## src/rtl/arm_pkg.sv

```systemverilog
// Shared types for the ARMv4 fetch front end: FSM states, instruction field
// positions and the FIFO entry format.
package arm_pkg;

  typedef enum logic [1:0] {
    IDLE  = 2'd0,
    REQ   = 2'd1,
    DRAIN = 2'd2
  } fetch_state_t;

  localparam int COND_MSB       = 31;
  localparam int COND_LSB       = 28;
  localparam int OP_MSB         = 27;
  localparam int OP_LSB         = 26;
  localparam int FUNCT_MSB      = 25;
  localparam int FUNCT_LSB      = 20;
  localparam int RD_MSB         = 15;
  localparam int RD_LSB         = 12;
  localparam int SHAMT_MSB      = 11;
  localparam int SHAMT_LSB      = 7;
  localparam int SH_MSB         = 6;
  localparam int SH_LSB         = 5;
  localparam int SHIFT_TYPE_BIT = 4;

  typedef struct packed {
    logic [31:0] instr;
    logic [31:0] pc;
  } fetch_entry_t;

  // Redirect targets are always word addresses.
  function automatic logic [31:0] align_word(input logic [31:0] a);
    return {a[31:2], 2'b00};
  endfunction

endpackage

```

## src/rtl/fetch_fifo.sv

```systemverilog
// Small synchronous FIFO of fetched {instr, pc} entries with a flush that
// overrides any same-cycle push or pop. Head reads back as all zeros when empty.
module fetch_fifo
  import arm_pkg::*;
#(
  parameter int DEPTH = 2,
  localparam int PW = $clog2(DEPTH),
  localparam int CW = PW + 1
) (
  input  logic          clk,
  input  logic          rst_n,
  input  logic          flush,
  input  logic          push,
  input  fetch_entry_t  push_entry,
  input  logic          pop,
  output fetch_entry_t  head,
  output logic [CW-1:0] count,
  output logic          empty
);

  fetch_entry_t  mem_q [DEPTH];
  logic [PW-1:0] wr_ptr_q, wr_ptr_d;
  logic [PW-1:0] rd_ptr_q, rd_ptr_d;
  logic [CW-1:0] count_q, count_d;
  logic          full;
  logic          do_push;
  logic          do_pop;

  assign empty   = (count_q == '0);
  assign full    = (count_q == CW'(DEPTH));
  // A push into a full FIFO is only legal when the head leaves in the same cycle.
  assign do_push = push & ~flush & (~full | pop);
  assign do_pop  = pop & ~flush & ~empty;

  always_comb begin
    wr_ptr_d = wr_ptr_q;
    rd_ptr_d = rd_ptr_q;
    count_d  = count_q;
    if (flush) begin
      wr_ptr_d = '0;
      rd_ptr_d = '0;
      count_d  = '0;
    end else begin
      if (do_push) wr_ptr_d = wr_ptr_q + PW'(1);
      if (do_pop)  rd_ptr_d = rd_ptr_q + PW'(1);
      count_d = count_q + CW'(do_push) - CW'(do_pop);
    end
  end

  always_ff @(posedge clk or negedge rst_n) begin
    if (!rst_n) begin
      wr_ptr_q <= '0;
      rd_ptr_q <= '0;
      count_q  <= '0;
    end else begin
      wr_ptr_q <= wr_ptr_d;
      rd_ptr_q <= rd_ptr_d;
      count_q  <= count_d;
    end
  end

  always_ff @(posedge clk) begin
    if (do_push) mem_q[wr_ptr_q] <= push_entry;
  end

  assign head  = empty ? '0 : mem_q[rd_ptr_q];
  assign count = count_q;

endmodule

```

## src/rtl/fetch_unit.sv

```systemverilog
// Instruction fetch front end: PC sequencing, single-outstanding imem reads,
// redirect handling and field slicing of the buffered head instruction.
module fetch_unit
  import arm_pkg::*;
#(
  parameter logic [31:0] RESET_PC   = 32'h0,
  parameter int          FIFO_DEPTH = 2
) (
  input  logic        clk,
  input  logic        rst_n,
  output logic        imem_req,
  output logic [31:0] imem_addr,
  input  logic        imem_ack,
  input  logic [31:0] imem_rdata,
  input  logic        br_valid,
  input  logic [31:0] br_pc,
  input  logic        wb_pc_valid,
  input  logic [31:0] wb_pc,
  output logic        dec_valid,
  input  logic        dec_ready,
  output logic [31:0] instr,
  output logic [31:0] instr_pc,
  output logic [31:0] pc_plus8,
  output logic [3:0]  cond,
  output logic [1:0]  op,
  output logic [5:0]  funct,
  output logic [3:0]  rd,
  output logic [4:0]  shamt5,
  output logic [1:0]  sh,
  output logic        shift_type
);

  localparam int CW = $clog2(FIFO_DEPTH) + 1;

  fetch_state_t  state_q, state_d;
  logic [31:0]   pc_q, pc_d;
  logic [31:0]   req_addr_q, req_addr_d;
  logic          redir;
  logic [31:0]   new_pc;
  logic          push;
  logic          pop;
  logic          space;
  logic [CW-1:0] count;
  logic [CW-1:0] count_after;
  logic          fifo_empty;
  fetch_entry_t  head;
  fetch_entry_t  push_entry;

  assign redir       = wb_pc_valid | br_valid;
  assign new_pc      = align_word(wb_pc_valid ? wb_pc : br_pc);
  assign pop         = dec_valid & dec_ready;
  assign space       = (count < CW'(FIFO_DEPTH));
  assign count_after = count + CW'(1) - CW'(pop);
  assign push_entry  = '{instr: imem_rdata, pc: req_addr_q};

  always_comb begin
    state_d    = state_q;
    pc_d       = pc_q;
    req_addr_d = req_addr_q;
    push       = 1'b0;
    imem_req   = 1'b0;
    if (redir) pc_d = new_pc;
    case (state_q)
      IDLE: begin
        if (redir || space) begin
          state_d    = REQ;
          req_addr_d = redir ? new_pc : pc_q;
        end
      end
      REQ: begin
        imem_req = 1'b1;
        if (imem_ack) begin
          if (!redir) begin
            push = 1'b1;
            pc_d = req_addr_q + 32'd4;
            // Keep streaming only while the word just pushed leaves a free slot.
            if (count_after < CW'(FIFO_DEPTH)) begin
              req_addr_d = req_addr_q + 32'd4;
            end else begin
              state_d = IDLE;
            end
          end else begin
            req_addr_d = new_pc;
          end
        end else if (redir) begin
          state_d = DRAIN;
        end
      end
      DRAIN: begin
        // The stale read must complete at its original address before refetching.
        imem_req = 1'b1;
        if (imem_ack) begin
          state_d    = REQ;
          req_addr_d = redir ? new_pc : pc_q;
        end
      end
      default: state_d = IDLE;
    endcase
  end

  always_ff @(posedge clk or negedge rst_n) begin
    if (!rst_n) begin
      state_q    <= IDLE;
      pc_q       <= RESET_PC;
      req_addr_q <= '0;
    end else begin
      state_q    <= state_d;
      pc_q       <= pc_d;
      req_addr_q <= req_addr_d;
    end
  end

  fetch_fifo #(
    .DEPTH(FIFO_DEPTH)
  ) u_fifo (
    .clk       (clk),
    .rst_n     (rst_n),
    .flush     (redir),
    .push      (push),
    .push_entry(push_entry),
    .pop       (pop),
    .head      (head),
    .count     (count),
    .empty     (fifo_empty)
  );

  assign imem_addr  = req_addr_q;
  assign dec_valid  = ~fifo_empty;
  assign instr      = head.instr;
  assign instr_pc   = head.pc;
  assign pc_plus8   = head.pc + 32'd8;
  assign cond       = head.instr[COND_MSB:COND_LSB];
  assign op         = head.instr[OP_MSB:OP_LSB];
  assign funct      = head.instr[FUNCT_MSB:FUNCT_LSB];
  assign rd         = head.instr[RD_MSB:RD_LSB];
  assign shamt5     = head.instr[SHAMT_MSB:SHAMT_LSB];
  assign sh         = head.instr[SH_MSB:SH_LSB];
  assign shift_type = head.instr[SHIFT_TYPE_BIT];

endmodule

```

## config.mk

```make
export PLATFORM = sky130hd
export DESIGN_NAME = fetch_unit
export DESIGN_NICKNAME = d
export VERILOG_FILES = /design/src/rtl/arm_pkg.sv /design/src/rtl/fetch_fifo.sv /design/src/rtl/fetch_unit.sv
export SDC_FILE = /design/constraint.sdc
export NUM_CORES = 1
export LEC_CHECK = 0
export CAP_MARGIN = 0
export CORE_MARGIN = 2
export CORE_UTILIZATION = 55
export CTS_BUF_LIST = sky130_fd_sc_hd__clkbuf_4 sky130_fd_sc_hd__clkbuf_8
export CTS_CLUSTER_DIAMETER = 60
export CTS_CLUSTER_SIZE = 20
export DETAILED_ROUTE_END_ITERATION = 10
export PLACE_DENSITY = 0.9
export SLEW_MARGIN = 10
export SYNTH_ARGS = -nofsm -noshare
export SYNTH_HDL_FRONTEND = slang
export SYNTH_SLANG_ARGS = --single-unit
```

## constraint.sdc

```tcl
create_clock -name clk -period 13 [get_ports clk]
set_input_delay 1.95 -clock clk [delete_from_list [all_inputs] [get_ports clk]]
set_output_delay 1.95 -clock clk [all_outputs]
set_load 0.01 [all_outputs]
```

==> flow_metrics.env, run 1 <==
export IMPL_pwr_per_cell_area_mw_per_mm2=146
export IMPL_hold_path_cell_count=1
export IMPL_grt_usage=0.272
export IMPL_path_cells="buf_4 -> mux2_2 -> nand2_1 -> inv_1 -> ha_1 -> nor3b_2 -> nand4_4 -> or3_4 -> nor4_4 -> xor2_1 -> clkdlybuf4s50_1"
export IMPL_chipWidth_um=139
export IMPL_post_route_period_util=0.501
export IMPL_dpl_worst_slack_ns=6.69
export IMPL_postSynth_topFlopCell="edfxtp_1"
export IMPL_yosys_area_share_xor_xnor=0.0477
export IMPL_ys_ff_latch=198
export IMPL_syn2layout_area_growth_pct=28.5
export IMPL_post_synth_fa_ha_maj_area_fraction=0.00991
export IMPL_tritoncts="done"
export IMPL_hold_path_end="imem_addr[0]"
export IMPL_nNetsFinal=1237
export IMPL_crit_path_start_kind="flop"
export IMPL_total_switching_power_uw=694
export IMPL_synth_lib_cells_used_distinct=65
export IMPL_share_comb_of_total_power=0.301
export IMPL_critPathRequiredTime_ns=11.05
export IMPL_number_of_standard_cells_after_synthesis=922
export IMPL_synth_yosys_warnings=0
export IMPL_cp_arrival_ns=4.56
export IMPL_nFillCells=1246
export IMPL_clock_tree_root_cell="clkbuf_8"
export IMPL_grt_pass1_vias=7763
export IMPL_drt_pre_antenna_iters=5
export IMPL_synth_seq_area_share=0.554
export IMPL_postCtsResizedCells=0
export IMPL_fmaxAchievable_mhz=154
export IMPL_internal_power_uw=1200
export IMPL_power_frac_clock=0.208
export IMPL_synth_fp_nets=1032
export IMPL_fp_dieH_um=139
export IMPL_final_setup_skew_ns=0.0155
export IMPL_reg2reg_slack_ns=9.94
export IMPL_crit_reg_reg_startpoint="state_q[1]"
export IMPL_power_sequential_fraction=0.490
export IMPL_timing_final_crit_period_ns=6.51
export IMPL_report_final_slew_viol_count=0
export IMPL_synthArstFlopShare=0.354
export IMPL_cts_hold_fix_buffers=0
export IMPL_dieArea_mm2=0.0195
export IMPL_final_setup_tns_ns=0
export IMPL_tightest_slew_ns=1.12
export IMPL_mean_instance_size_in_the_synthesized_netlist_um2=11.0
export IMPL_final_hold_violation_count=0
export IMPL_status="completed"
export IMPL_tritoncts_num_buffers=17
export IMPL_p_sw_frac=0.366
export IMPL_route_vias_total=8105
export IMPL_fp_coreArea_mm2=0.0180
export IMPL_htree_num_levels=4
export IMPL_synth_top_family_by_area="simple AND/OR/NAND/NOR gates"
export IMPL_timing_critical_path_to_type="output port"
export IMPL_synth_edff_count=128
export IMPL_insertion_delay_ns=0.48
export IMPL_worst_r2r_endpoint="u_fifo.mem_q[0][60]"
export IMPL_post_drt_wl_per_cell_um=19.6
export IMPL_antenna_diode_count=0
export IMPL_min_from="pc_q[0]"
export IMPL_max_slew_margin_rel=0.249
export IMPL_timing_final_ws_setup_ns=6.49
export IMPL_antenna_left=0
export IMPL_rows=49
export IMPL_floorplan_io_pins=256
export IMPL_grt_remaining_overflow=0
export IMPL_worstRegToRegCells=6
export IMPL_worst_path_max_fanout=59
export IMPL_unrepaired_setup_endpoints_after_global_routing="no"
export IMPL_worst_path_max_delay_cell="buf_4"
export IMPL_synth_compound_area_frac=0.123
export IMPL_synth_mux_area_fraction=0.0749
export IMPL_critPathMaxStageDelay_ns=0.76
export IMPL_postCtsSetupRepairBufs=0
export IMPL_finalWirelength_um=26900
export IMPL_placement_io_buffers=251
export IMPL_path_clk_slew_ns=0.10
export IMPL_layout_drive_gt1_share=0.0649
export IMPL_clock_sinks=198
export IMPL_drt_drc_violations_left=0
export IMPL_detail_routed_via_count_per_cell=5.92
export IMPL_vdd_ir_drop_worst_uv=110
export IMPL_max_cap_violations=0
export IMPL_grt_max_degree=75
export IMPL_drtIter0Drc=745
export IMPL_dp_final_hpwl_um=18800
export IMPL_finalSetupViolCount=0
export IMPL_worstHoldPathType="flop to flop"
export IMPL_p_leak_uw=0.00453
export IMPL_finalWeightedCongestion=0.853
export IMPL_cts_path_max_buffers=2
export IMPL_antenna_found_initial=0
export IMPL_initial_utilization=0.562
export IMPL_grt_pass1_wl_um=41700
export IMPL_post_synth_and_or_nand_nor_area_fraction=0.142
export IMPL_syn_area_mm2=0.0101
export IMPL_timing_setup_critical_path_class="flop to output port"
==> metal layers <==
metal,wire (um),global-route usage
met5,0,0
met4,537,0.0808
met1,10700,0.357
met3,2330,0.0578
met2,13300,0.458
==> registers in the layout, indices dropped and copies added, names as in the netlist <==
name,flops
u_fifo.mem_q,128
imem_addr,32
pc_q,32
state_q,2
u_fifo.count,2
u_fifo.rd_ptr_q,1
u_fifo.wr_ptr_q,1
==> cells in the final DEF (no fill, tap or decap), types with 5 or more instances in the layout <==
cell             instances
dfrtp_1                 69
and3_1                   6
clkbuf_8                17
o22ai_1                 13
a31oi_1                  8
nand3_1                 24
a22oi_1                  8
a21o_1                   6
edfxtp_1               128
nor4_1                   5
a211oi_1                 8
nand4_1                 12
xnor2_1                 37
and2_1                   5
ha_1                     8
nand2_1                 76
buf_4                   12
a21oi_1                 49
nor2_1                 127
clkdlybuf4s50_1        250
o22a_1                  12
xor2_1                  18
inv_6                    6
nor3_1                   9
mux2i_1                 71
o31ai_1                  6
nand2b_1                 5
o21ai_0                 48
o21a_1                   8
inv_1                   13
==> synth_stat cells, drive strengths merged, types with 5 or more instances <==
library cell	number	area, um2
nor2	130	495
edfxtp	128	3840
nand2	76	285
mux2i	71	711
dfrtp	70	1750
a21oi	49	245
o21ai	49	245
buf	44	310
xnor2	37	324
clkbuf	33	124
nand3	24	120
xor2	18	158
nand4	15	121
inv	14	52.6
nor3	14	101
o22ai	13	81.3
o22a	12	105
a211oi	10	92.6
a22oi	8	60.1
a31oi	8	50.1
ha	8	100
o21a	8	60.1
a21o	6	45.0
and2	6	37.5
and3	6	37.5
nor4	6	52.6
o31ai	6	45.0
nand2b	5	31.3
or3	5	41.3
==> cells by family after synthesis <==
group	Yosys count
simple gates	301
flops	198
buf+inv	92
mux	75
fa+ha+maj	8
compound gates	193
xor+xnor	55
==> metrics by stage <==
| step | hold WS [ns] | cell area, um2 | utilization | std cells | total power, uW |
|---|---|---|---|---|---|
| 6_report | 0.534 | 13000 | 0.722 | 1369 | 1890 |
| 5_1_grt | 0.561 | 13000 | 0.722 | 1369 | 1980 |
| 4_1_cts | 0.535 | 13000 | 0.722 | 1369 | 1890 |
| 3_5_place_dp | 0.513 | 12600 | 0.700 | 1337 | 1500 |
| 3_3_place_gp | 0.507 | 12600 | 0.700 | 1337 | 1470 |
| 2_1_floorplan | 0.493 | 10100 | - | 922 | 1220 |
==> power groups by stage <==
| stage | Sequential (uW) | Combinational (uW) | Clock [uW] |
|---|---|---|---|
| 2_1_floorplan | 902 | 314 | 0 |
| 3_3_place_gp | 927 | 546 | 0 |
| 3_5_place_dp | 935 | 563 | 0 |
| 4_1_cts | 923 | 568 | 398 |
| 5_1_grt | 941 | 615 | 425 |
| 6_report | 929 | 571 | 394 |
==> worst max-delay path by stage <==
stage               slack, ns  depth (start not counted)             from                  end
floorplan                6.94                          5      wb_pc_valid   u_fifo.mem_q[0][0]
global placement         6.82                          7      wb_pc_valid  u_fifo.mem_q[0][60]
detailed placement       6.69                          7      wb_pc_valid  u_fifo.mem_q[0][60]
CTS                      6.46                         11  u_fifo.rd_ptr_q         pc_plus8[25]
global route             6.21                         11  u_fifo.rd_ptr_q         pc_plus8[31]
finish                   6.49                         11  u_fifo.rd_ptr_q         pc_plus8[25]
==> critical path: cells and delay by family (launching register included) <==
kind | cells | cell delay [ns]
adder cells (fa/ha/maj) | 1 | 0.21
AND/OR/NAND/NOR | 5 | 1.30
XOR/XNOR | 1 | 0.17
buffers and inverters | 3 | 1.44
flip-flops | 1 | 0.63
multiplexers | 1 | 0.30
==> area by class of cell <==
class | instances | area [um2] | area share
multi-input combinational | 632 | 4030 | 0.310
sequential | 198 | 5600 | 0.432
timing repair buffer | 263 | 2600 | 0.200
inverter | 15 | 56.3 | 0.00434
clock buffer | 17 | 234 | 0.0180
clock inverter | 15 | 171 | 0.0132
tap | 229 | 287 | 0.0221
(Power assumes the default switching activity.)
==> run 2, diff against run 1 <==
--- a/config.mk
+++ b/config.mk
@@ -7,12 +7,12 @@
 export LEC_CHECK = 0
 export CAP_MARGIN = 0
 export CORE_MARGIN = 2
-export CORE_UTILIZATION = 55
+export CORE_UTILIZATION = 51
 export CTS_BUF_LIST = sky130_fd_sc_hd__clkbuf_4 sky130_fd_sc_hd__clkbuf_8
 export CTS_CLUSTER_DIAMETER = 60
 export CTS_CLUSTER_SIZE = 20
 export DETAILED_ROUTE_END_ITERATION = 10
-export PLACE_DENSITY = 0.9
+export PLACE_DENSITY = 0.85
 export SLEW_MARGIN = 10
 export SYNTH_ARGS = -nofsm -noshare
 export SYNTH_HDL_FRONTEND = slang
==> constraint.sdc (replaced) <==
create_clock -name clk -period 6.6 [get_ports clk]
set_input_delay 0.99 -clock clk [delete_from_list [all_inputs] [get_ports clk]]
set_output_delay 0.99 -clock clk [all_outputs]
set_load 0.01 [all_outputs]
==> run 2 against run 1 <==
  * Largest power group unchanged
  * First-iteration DRC count is 3.2% lower
  * Global-route usage decreased by 1.9 points
  * Combinational power grew 96%
  * Count of clock-buffer cells in the layout did not move
  * Wire length shrank 2.0%
  * Hold slack improved by 0.014 ns
  * Cell area rose by 0.27%
==> flow_metrics.env, run 2 (synthesized netlist as in run 1, its figures left out) <==
export IMPL_rows=51
export IMPL_dp_final_hpwl_um=18900
export IMPL_final_setup_skew_ns=0.0182
export IMPL_hold_path_cell_count=2
export IMPL_reg2reg_slack_ns=3.67
export IMPL_grt_usage=0.252
export IMPL_floorplan_io_pins=256
export IMPL_crit_reg_reg_startpoint="state_q[1]"
export IMPL_crit_path_start_kind="flop"
export IMPL_timing_final_crit_period_ns=4.84
export IMPL_placement_io_buffers=251
export IMPL_chipWidth_um=145
export IMPL_use_met1=0.335
export IMPL_worst_path_max_fanout=41
export IMPL_layout_drive_gt1_share=0.0665
export IMPL_post_route_period_util=0.733
export IMPL_use_met2=0.411
export IMPL_min_from="pc_q[1]"
export IMPL_grt_util_met3=0.0546
export IMPL_clock_sinks=198
export IMPL_drt_pre_antenna_iters=5
export IMPL_grt_busiest_layer="met2"
export IMPL_antenna_left=0
export IMPL_cp_arrival_ns=3.85
export IMPL_clock_tree_root_cell="clkbuf_8"
export IMPL_worstHoldPathType="flop to flop"
export IMPL_largest_register="u_fifo.mem_q"
export IMPL_dpl_worst_slack_ns=2.04
export IMPL_path_clk_slew_ns=0.10
export IMPL_cts_hold_fix_buffers=0
export IMPL_grt_remaining_overflow=0
export IMPL_timing_setup_critical_path_class="flop to output port"
export IMPL_fp_dieH_um=145
export IMPL_max_slew_margin_rel=0.264
export IMPL_final_hold_violation_count=0
export IMPL_fmaxAchievable_mhz=207
export IMPL_finalWirelength_um=26300
export IMPL_worstRegToRegCells=6
export IMPL_unrepaired_setup_endpoints_after_global_routing="no"
export IMPL_antenna_diode_count=0
export IMPL_timing_final_ws_setup_ns=1.76
export IMPL_initial_utilization=0.519
export IMPL_dieArea_mm2=0.0209
export IMPL_p_leak_uw=0.00453
export IMPL_timing_critical_path_to_type="output port"
export IMPL_insertion_delay_ns=0.48
export IMPL_worst_r2r_endpoint="u_fifo.mem_q[1][18]"
export IMPL_finalSetupViolCount=0
export IMPL_grt_pass1_vias=7565
export IMPL_status="completed"
export IMPL_report_final_slew_viol_count=0
export IMPL_most_common_library_cell_in_the_layout_ignoring_fill_and_taps="clkdlybuf4s50_1"
export IMPL_nNetsFinal=1239
export IMPL_max_cap_violations=0
export IMPL_detailed_place_area_mm2=0.0126
export IMPL_final_util=0.668
export IMPL_drt_drc_violations_left=0
export IMPL_tightest_slew_ns=1.10
export IMPL_antenna_found_initial=0
export IMPL_postCtsSetupRepairBufs=0
export IMPL_post_drt_wl_per_cell_um=18.7
export IMPL_finalWeightedCongestion=0.833
export IMPL_tritoncts_num_buffers=17
export IMPL_report_power_total_uw=3700
export IMPL_mostFrequentLayoutCells="clkdlybuf4s50_1, edfxtp_1, nor2_1"
export IMPL_detail_routed_via_count_per_cell=5.69
export IMPL_route_vias_total=8010
export IMPL_fp_coreArea_mm2=0.0195
export IMPL_htree_num_levels=4
export IMPL_final_setup_tns_ns=0
export IMPL_tritoncts="done"
export IMPL_flip_flop_count_of_the_largest_register_after_layout=128
export IMPL_postCtsResizedCells=0
export IMPL_critPathRequiredTime_ns=5.61
export IMPL_pwr_per_cell_area_mw_per_mm2=285
export IMPL_final_design_area_no_fill_mm2=0.0130
export IMPL_vdd_ir_drop_worst_uv=191
export IMPL_cts_path_max_buffers=2
export IMPL_grt_max_degree=71
export IMPL_hold_path_end="pc_q[1]"
export IMPL_syn2layout_area_growth_pct=28.8
export IMPL_drtIter0Drc=721
export IMPL_grt_pass1_wl_um=40200
==> run 2: changes by cell type in the layout (fill, tap and decap cells not counted), sizes merged <==
cell and change:
buf +2, clkinvlp +1, inv -1
==> run 2: layer usage <==
metal / vias to the layer above / routed length (um)
met5: - / 0
met4: 0 / 654
met3: 56 / 2260
met2: 368 / 12700
met1: 3857 / 10800
li1: 3729 / -
==> run 2: power by group <==
group	switching, uW	total, uW	internal, uW
Combinational	595	1120	526
Clock	475	757	282
Sequential	280	1830	1550
Total	1350	3700	2350
==> run 2: worst max-delay path by stage <==
stage,startpoint,end,slack [ns],cells past startpoint
4_1_cts,u_fifo.rd_ptr_q,pc_plus8[25],1.70,10
2_1_floorplan,wb_pc_valid,u_fifo.mem_q[0][0],1.50,5
3_3_place_gp,br_valid,u_fifo.mem_q[1][54],2.06,6
6_report,u_fifo.rd_ptr_q,pc_plus8[25],1.76,10
5_1_grt,u_fifo.rd_ptr_q,pc_plus8[31],1.51,10
3_5_place_dp,br_valid,u_fifo.mem_q[1][54],2.04,6
==> run 2: worst max-delay path, stage by stage, from the launching register on <==
cell and delay, ns:
dfrtp_4 0.81, mux2_2 0.26, nand2_1 0.10, inv_1 0.09, ha_1 0.20, nor3b_2 0.33
nand4_4 0.19, or3_4 0.46, nor4_4 0.16, xor2_1 0.17, clkdlybuf4s50_1 0.57
==> run 2: cell type report <==
class                      instances  area [um2]
clock buffer                      17         234
clock inverter                    15         146
fill                            1478        6450
inverter                          15        56.3
multi-input combinational        632        4030
sequential                       198        5600
tap                              265         332
timing repair buffer             265        2610
==> run 2: metrics by stage <==
step	instances	hold slack (ns)
floorplan	922	0.493
global placement	1375	0.507
detailed placement	1375	0.533
CTS	1407	0.548
global route	1407	0.577
finish	1407	0.547
==> run 3, diff against run 2 <==
==> constraint.sdc (replaced) <==
create_clock -name clk -period 4.8 [get_ports clk]
set_input_delay 0.72 -clock clk [delete_from_list [all_inputs] [get_ports clk]]
set_output_delay 0.72 -clock clk [all_outputs]
set_load 0.01 [all_outputs]
==> run 3 against run 2 <==
  * Flip-flop and latch count unchanged
  * Cell area up 0.81%
  * Final cell count up 0.64%
  * Clock skew up 0.0022 ns
  * Die area unchanged
  * Non-clock buffer count up 9
==> flow_metrics.env, run 3 (synthesized netlist as in run 1, its figures left out) <==
export IMPL_report_final_slew_viol_count=0
export IMPL_critPathRequiredTime_ns=4.08
export IMPL_cts_path_max_buffers=2
export IMPL_clock_sinks=198
export IMPL_syn2layout_area_growth_pct=29.9
export IMPL_final_setup_skew_ns=0.0204
export IMPL_layout_drive_gt1_share=0.0738
export IMPL_detail_routed_via_count_per_cell=5.70
export IMPL_fmaxAchievable_mhz=231
export IMPL_largest_register="u_fifo.mem_q"
export IMPL_finalWeightedCongestion=0.862
export IMPL_vdd_ir_drop_worst_uv=221
export IMPL_tightest_slew_ns=1.26
export IMPL_dieArea_mm2=0.0209
export IMPL_antenna_found_initial=0
export IMPL_initial_utilization=0.519
export IMPL_reg2reg_slack_ns=1.71
export IMPL_path_cells="nor2_4 -> inv_2 -> nand2_1 -> inv_1 -> ha_1 -> nor3b_2 -> nand4_4 -> or3_4 -> nor4_4 -> xor2_1 -> clkdlybuf4s50_1"
export IMPL_detailed_place_area_mm2=0.0127
export IMPL_chipWidth_um=145
export IMPL_timing_final_crit_period_ns=4.33
export IMPL_grt_usage=0.257
export IMPL_critPathMaxStageDelay_ns=0.57
export IMPL_internal_power_uw=3300
export IMPL_power_sequential_fraction=0.484
export IMPL_timing_critical_path_max_delay_family="simple AND/OR/NAND/NOR gates"
export IMPL_total_switching_power_uw=1890
export IMPL_dp_final_hpwl_um=19600
export IMPL_count_of_placed_standard_cells_in_the_final_layout_fillers_left_out=1416
export IMPL_postCtsSetupRepairBufs=0
export IMPL_worstPathBufferInverterCount=3
export IMPL_tritoncts="done"
export IMPL_placement_io_buffers=251
export IMPL_postCtsResizedCells=0
export IMPL_worst_path_max_fanout=16
export IMPL_grt_pass1_vias=7847
export IMPL_finalWirelength_um=27100
export IMPL_tritoncts_num_buffers=17
export IMPL_worst_path_max_delay_cell="clkdlybuf4s50_1"
export IMPL_worstHoldPathType="input pin to asynchronous set/reset pin"
export IMPL_share_comb_of_total_power=0.302
export IMPL_insertion_delay_ns=0.49
export IMPL_drt_pre_antenna_iters=6
export IMPL_cts_hold_fix_buffers=0
export IMPL_rows=51
export IMPL_final_setup_tns_ns=0
export IMPL_grt_remaining_overflow=0
export IMPL_timing_setup_critical_path_class="flop to output port"
export IMPL_crit_reg_reg_startpoint="state_q[1]"
export IMPL_fp_coreArea_mm2=0.0195
export IMPL_clock_tree_root_cell="clkbuf_8"
export IMPL_nNetsFinal=1248
export IMPL_cp_arrival_ns=3.61
export IMPL_pwr_per_cell_area_mw_per_mm2=396
export IMPL_max_cap_violations=0
export IMPL_p_leak_uw=0.00459
export IMPL_most_common_library_cell_in_the_layout_ignoring_fill_and_taps="clkdlybuf4s50_1"
export IMPL_unrepaired_setup_endpoints_after_global_routing="no"
export IMPL_drt_drc_violations_left=0
export IMPL_crit_path_start_kind="flop"
export IMPL_antenna_left=0
export IMPL_mostFrequentLayoutCells="clkdlybuf4s50_1, edfxtp_1, nor2_1"
export IMPL_status="completed"
export IMPL_timing_critical_path_to_type="output port"
export IMPL_htree_num_levels=4
export IMPL_worstRegToRegCells=10
export IMPL_drtIter0Drc=660
export IMPL_power_frac_clock=0.214
export IMPL_grt_max_degree=40
export IMPL_fp_dieH_um=145
export IMPL_path_clk_slew_ns=0.11
export IMPL_finalSetupViolCount=0
export IMPL_final_design_area_no_fill_mm2=0.0131
export IMPL_placed_cells_incl_taps=1384
export IMPL_max_slew_margin_rel=0.157
export IMPL_flip_flop_count_of_the_largest_register_after_layout=128
export IMPL_post_drt_wl_per_cell_um=19.2
export IMPL_post_route_period_util=0.902
export IMPL_final_hold_worst_slack_ns=0.360
export IMPL_report_power_total_uw=5190
export IMPL_floorplan_io_pins=256
export IMPL_grt_pass1_wl_um=41100
export IMPL_worst_r2r_endpoint="imem_addr[10]"
export IMPL_final_hold_violation_count=0
export IMPL_route_vias_total=8066
export IMPL_p_sw_frac=0.363
export IMPL_antenna_diode_count=0
[run 3: changes by cell type in the layout (fill, tap and decap cells not counted)]
cell,before,now
inv_8,5,1
clkinv_4,3,2
inv_6,4,6
clkinv_2,1,0
bufinv_16,0,1
buf_4,14,23
clkinv_8,1,4
[run 3: through the flow]
step                worst slack (ns)   util
finish                         0.472  0.674
CTS                            0.434  0.674
detailed placement             0.984  0.652
global route                   0.283  0.674
global placement                1.02  0.652
floorplan                      0.932      -
[run 3: layout make-up]
type	count	area, um2
flip-flops and latches	198	5600
multi-input cells	632	4030
well taps	265	332
clock buffers	17	234
clock inverters	15	184
fillers	1414	6350
inverters	15	56.3
repair buffers	274	2680
[run 3: worst max-delay path by stage]
stage,from,endpoint,slack (ns),depth (start not counted)
3_5_place_dp,u_fifo.count[1],pc_plus8[25],0.98,11
6_report,u_fifo.count[1],pc_plus8[25],0.47,11
2_1_floorplan,u_fifo.count[1],pc_plus8[31],0.93,14
3_3_place_gp,u_fifo.rd_ptr_q,pc_plus8[31],1.02,10
4_1_cts,u_fifo.count[1],pc_plus8[25],0.43,11
5_1_grt,u_fifo.count[1],pc_plus8[25],0.28,11
[run 3: routing by layer]
layer,share of wire,up-vias,global-route usage
li1,-,3740,-
met1,0.40,3868,0.323
met2,0.49,413,0.443
met3,0.095,45,0.0576
met4,0.020,0,0.0807
met5,0,-,0
[run 3: power by group through the flow]
stage          logic [uW]  clock network [uW]  registers, uW
2_1_floorplan         851                   0           2440
6_report             1560                1110           2510
3_5_place_dp         1550                   0           2540
3_3_place_gp         1510                   0           2520
5_1_grt              1700                1180           2550
4_1_cts              1560                1120           2500
